File: config.mk
export PLATFORM = sky130hd
export DESIGN_NAME = iomem_arbiter
export DESIGN_NICKNAME = d
export VERILOG_FILES = /design/src/rtl/iomem_arbiter.sv
export SDC_FILE = /design/constraint.sdc
export NUM_CORES = 1
export LEC_CHECK = 0
export CAP_MARGIN = 0
export CORE_MARGIN = 10
export CORE_UTILIZATION = 35
export DETAILED_ROUTE_END_ITERATION = 16
export PLACE_DENSITY = 0.62
export SETUP_SLACK_MARGIN = 0.15
export SYNTH_ARGS = -nofsm -noshare
export SYNTH_HDL_FRONTEND = slang
export SYNTH_SLANG_ARGS = --single-unit
File: constraint.sdc
create_clock -name clk_bufg -period 4.41 [get_ports clk_bufg]
set_input_delay 0.882 -clock clk_bufg [delete_from_list [all_inputs] [get_ports clk_bufg]]
set_output_delay 0.882 -clock clk_bufg [all_outputs]
set_load 0.03 [all_outputs]
File: src/rtl/iomem_arbiter.sv
// iomem_arbiter: routes CPU peripheral requests to one of four address-paged
// slaves, with a per-request ready timeout and sticky bus-error reporting.
module iomem_arbiter #(
  parameter logic [7:0]  BASE0   = 8'h03,
  parameter logic [7:0]  BASE1   = 8'h04,
  parameter logic [7:0]  BASE2   = 8'h05,
  parameter logic [7:0]  BASE3   = 8'h06,
  parameter int unsigned TIMEOUT = 64
) (
  input  logic          clk_bufg,
  input  logic          resetn,
  input  logic          iomem_valid,
  input  logic [31:0]   iomem_addr,
  input  logic [3:0]    iomem_wstrb,
  output logic          iomem_ready,
  output logic [31:0]   iomem_rdata,
  output logic [3:0]    slv_valid,
  input  logic [3:0]    slv_ready,
  input  logic [127:0]  slv_rdata,
  input  logic          err_clr,
  output logic          err_irq,
  output logic [31:0]   err_addr,
  output logic [7:0]    err_count
);

  localparam int unsigned NS = 4;
  localparam int unsigned DW = 32;
  localparam int unsigned AW = 32;
  localparam int unsigned TW = 8;
  localparam int unsigned CW = 8;
  localparam logic [DW-1:0] TIMEOUT_DATA = 32'hDEAD_BEEF;

  typedef enum logic [1:0] {
    IDLE   = 2'd0,
    DECODE = 2'd1,
    WAIT   = 2'd2,
    RESP   = 2'd3
  } state_t;

  state_t        state_q, state_d;
  logic [AW-1:0] addr_q, addr_d;
  logic [NS-1:0] sel_q, sel_d;
  logic [TW-1:0] timer_q, timer_d;
  logic [DW-1:0] rdata_q, rdata_d;
  logic [NS-1:0] hit_sel;
  logic [DW-1:0] sel_rdata;
  logic          err_event;
  logic          err_irq_d;
  logic [CW-1:0] err_count_d;
  logic [AW-1:0] err_addr_d;
  logic          wstrb_unused;

  // Byte strobes do not affect routing; slaves see the CPU bus directly.
  assign wstrb_unused = ^iomem_wstrb;

  // Request qualifier: registered select gated by the live CPU valid.
  assign slv_valid = (state_q == WAIT && iomem_valid) ? sel_q : '0;

  // Page decode with fixed priority slave 0 > 1 > 2 > 3.
  always_comb begin
    hit_sel = '0;
    if      (addr_q[31:24] == BASE0) hit_sel = 4'b0001;
    else if (addr_q[31:24] == BASE1) hit_sel = 4'b0010;
    else if (addr_q[31:24] == BASE2) hit_sel = 4'b0100;
    else if (addr_q[31:24] == BASE3) hit_sel = 4'b1000;
  end

  // Read-data slice of the selected slave.
  always_comb begin
    sel_rdata = '0;
    for (int unsigned n = 0; n < NS; n++) begin
      if (sel_q[n]) sel_rdata = sel_rdata | slv_rdata[n*DW +: DW];
    end
  end

  // Next-state, datapath and error bookkeeping.
  always_comb begin
    state_d     = state_q;
    addr_d      = addr_q;
    sel_d       = sel_q;
    timer_d     = timer_q;
    rdata_d     = rdata_q;
    err_event   = 1'b0;
    err_irq_d   = err_irq;
    err_count_d = err_count;
    err_addr_d  = err_addr;

    case (state_q)
      IDLE: begin
        if (iomem_valid) begin
          addr_d  = iomem_addr;
          state_d = DECODE;
        end
      end
      DECODE: begin
        sel_d = hit_sel;
        if (|hit_sel) begin
          timer_d = '0;
          state_d = WAIT;
        end else begin
          rdata_d   = '0;
          err_event = 1'b1;
          state_d   = RESP;
        end
      end
      WAIT: begin
        if (!iomem_valid) begin
          sel_d   = '0;
          state_d = IDLE;
        end else if (|(slv_ready & sel_q)) begin
          rdata_d = sel_rdata;
          state_d = RESP;
        end else if (timer_q == TW'(TIMEOUT - 1)) begin
          rdata_d   = TIMEOUT_DATA;
          err_event = 1'b1;
          state_d   = RESP;
        end else begin
          timer_d = timer_q + TW'(1);
        end
      end
      RESP: begin
        sel_d   = '0;
        state_d = IDLE;
      end
      default: state_d = IDLE;
    endcase

    // A clear colliding with a new error still records that error.
    if (err_event) begin
      err_irq_d   = 1'b1;
      err_addr_d  = addr_q;
      if (err_clr)                    err_count_d = CW'(1);
      else if (err_count != '1)       err_count_d = err_count + CW'(1);
    end else if (err_clr) begin
      err_irq_d   = 1'b0;
      err_count_d = '0;
    end
  end

  // State and output registers.
  always_ff @(posedge clk_bufg) begin
    if (!resetn) begin
      state_q     <= IDLE;
      addr_q      <= '0;
      sel_q       <= '0;
      timer_q     <= '0;
      rdata_q     <= '0;
      iomem_ready <= 1'b0;
      iomem_rdata <= '0;
      err_irq     <= 1'b0;
      err_addr    <= '0;
      err_count   <= '0;
    end else begin
      state_q     <= state_d;
      addr_q      <= addr_d;
      sel_q       <= sel_d;
      timer_q     <= timer_d;
      rdata_q     <= rdata_d;
      iomem_ready <= (state_d == RESP);
      iomem_rdata <= (state_d == RESP) ? rdata_d : '0;
      err_irq     <= err_irq_d;
      err_addr    <= err_addr_d;
      err_count   <= err_count_d;
    end
  end

endmodule
==> impl_metrics.py <==
metrics = {
    "floorplanning": {
        "initial_utilization_pct": 35.6,
        "num_rows": 51,
        "core_area_sq_um": 19500,
        "dieHeight_um": 161,
        "die-area_sq_um": 25800,
        "pin_count": 250,
        "die_w_um": 161,
    },
    "layout": {
        "fill_cells": 1853,
        "drive_above_1_share_pct": 5.71,
        "nets": 1164,
        "design_area_sq_um": 10100,
        "final_cells": 1266,
        "area_delta_synth_final_pct": 46.2,
    },
    "setup_path": {
        "worstSetupStartpoint": "iomem_valid",
        "path_class": "input port to output port",
        "regToRegSetupSlack_ps": 1400,
        "reg2reg_depth": 8,
        "r2r_start": "state_q[1]",
        "crit_required_ps": 3530,
        "crit_path_end_kind": "output port",
        "worstSetupStartpointType": "input port",
        "endpoint": "slv_valid[3]",
        "r2r-end": "err_addr[3]",
        "cp_max_fo": 12,
        "worstPathArrival_ps": 2480,
    },
    "min_path": {
        "min_path_type": "flip-flop to flip-flop",
    },
    "place": {
        "port_buffers": 245,
        "placed_area_sq_um": 9540,
        "dp_hpwl_um": 16500,
        "gp_congestion": 0.810,
        "dp.cells": 1231,
    },
    "clock_tree": {
        "cts_setup_buffers": 0,
        "cts_root_buf": "clkbuf_16",
        "cts_sinks": 152,
        "h-tree-depth": 4,
        "cts_buffers": 17,
        "clockBufferDepth": 2,
        "tritoncts": "yes",
        "postCtsHoldBufs": 0,
        "cts.clk_slew.worst_paths_ps": 60,
        "clk_latency_ps": 430,
        "ctsResizeCount": 0,
    },
    "job": {
        "drv_cap": 0,
    },
    "sta": {
        "maxSlewHeadroom_pct": 24.4,
        "fin_crit_sh_pct": 76.3,
        "finalSetupViolations": 0,
        "skew_ps": 16.5,
        "hold_violations": 0,
        "worst_pin_slew_ps": 1130,
        "rsz0062_at_grt": "false",
        "period_minus_slack_ps": 3370,
        "fin_setup_tns_ps": 0,
        "finalMaxSlewViolations": 0,
        "fmax_ghz": 0.297,
    },
    "synthesis": {
        "synth_top_area_share_pct": 43.9,
        "synth_area_leaders": "dfxtp_1 (44%), a22o_1 (6.1%), nor2b_1 (6.0%)",
        "yosysWarnings": 0,
        "yosys_register_bits": 152,
        "synth_edf_count": 0,
        "synth_nets": 951,
        "syn_avg_cell_area_sq_um": 8.98,
        "post_synth_num_cell_types": 54,
        "ys.flop_type": "dfxtp_1",
        "seq_area_frac_synth_pct": 43.9,
        "netlist_area_sq_um": 6940,
        "syn_inst": 772,
        "synthArstFlopShare_pct": 0,
        "yosys.area.top_type": "dfxtp_1",
    },
    "grt": {
        "grt_overflow": 0,
        "grt_pass1_wl_um": 36300,
        "grt_util_all_layers_pct": 17.3,
        "grt_pass1_vias": 6387,
        "grt_max_degree": 50,
        "antenna_found_initial": 2,
    },
    "drt": {
        "first_iter_violations": 457,
        "viasPerCell": 5.09,
        "num_vias": 6438,
        "ant_nets": 0,
        "avgRoutedWirePerCell_um": 18.2,
        "routed_wl_um": 23100,
        "drc": 0,
        "first_pass_iters": 4,
    },
    "run_status": {
        "status": "finished clean",
    },
    "power_and_ir_drop": {
        "p_per_area_nw_per_um2": 317,
        "power.leakage_nw": 3.51,
        "vdd_drop_max_v": 0.000281,
    },
}
-- per-layer routing --
metal,part of all wire [%],global-route usage [%]
met1,44,21.4
met2,47,27.2
met3,8.8,6.54
met4,0.48,5.29
met5,0,0
-- power breakdown --
part | internal [mW] | switching [mW]
Clock | 0.823 | 0.601
Sequential | 1.40 | 0.0193
Combinational | 0.200 | 0.164
-- critical path, cell delays in order --
cell	delay, ps
clkdlybuf4s50_1	700
and3_1	220
clkdlybuf4s50_1	680
-- logic make-up after synthesis --
group	after synthesis	share of synthesized area [%]
simple gates	272	19.4
compound gates	236	26.0
flops	152	43.9
buf+inv	73	4.83
mux	32	4.62
fa+ha+maj	7	1.26
-- layout by cell type (no fill, tap or decap), drive strengths merged, types with 4 or more instances in the layout --
master and count:
clkdlybuf4s50 244, and2 5, a21oi 15, nand2 88
nor3 4, o31ai 4, nor2b 66, dfxtp 152
a22oi 26, nand3 8, clkbuf 19, mux2i 32
nand4 4, nor2 67, a31o 4, a2111oi 24
buf 16, a21boi 37, ha 7, o22ai 25
inv 13, a211oi 25, o21ai 13, and3 7
a22o 48
-- how the worst min path moves through the flow --
stage                     slack [ps]  cells after the start          to  startpoint
after global routing             480                      2  addr_q[16]  addr_q[16]
after CTS                        470                      2  addr_q[18]  addr_q[18]
after detailed placement         460                      2  addr_q[18]  addr_q[18]
after global placement           450                      2  addr_q[18]  addr_q[18]
after floorplan                  440                      2  addr_q[11]  addr_q[11]
final                            460                      2  addr_q[17]  addr_q[17]
-- through the flow --
step                      power [mW]  hold WS (ps)  setup WS [ps]  util (%)
final                           3.21           462           1040      52.1
after global routing            3.35           482            992      52.1
after CTS                       3.26           467           1030      52.0
after detailed placement        1.82           458            957      49.0
after global placement          1.81           453            986      49.0
after floorplan                 1.61           443           2070         -
-- registers in the layout, indices dropped and copies added (netlist names) --
signal       flops
iomem_rdata     32
err_addr        32
err_count        8
err_irq          1
iomem_ready      1
state_q          2
sel_q            4
timer_q          8
addr_q          32
rdata_q         32
-- area by class of cell --
| class | instances | area (sq um) | share of cell area, % |
|---|---|---|---|
| Inverter | 7 | 26.3 | 0.259 |
| Multi-Input combinational cell | 547 | 3580 | 35.3 |
| Tap cell | 265 | 332 | 3.27 |
| Clock buffer | 19 | 453 | 4.47 |
| Antenna cell | 3 | 7.51 | 0.0741 |
| Sequential cell | 152 | 3040 | 30.0 |
| Timing Repair Buffer | 260 | 2560 | 25.3 |
| Clock inverter | 13 | 136 | 1.35 |
-- cell usage after synthesis, drive strengths merged (5+ instances only) --
library cell,n
a2111oi,24
a211oi,25
a21boi,37
a21oi,15
a22o,48
a22oi,26
and2,5
and3,7
buf,20
clkbuf,46
dfxtp,152
ha,7
inv,7
mux2i,32
nand2,88
nand3,8
nor2,67
nor2b,66
o21ai,13
o22ai,25
(Power assumes the default switching activity.)
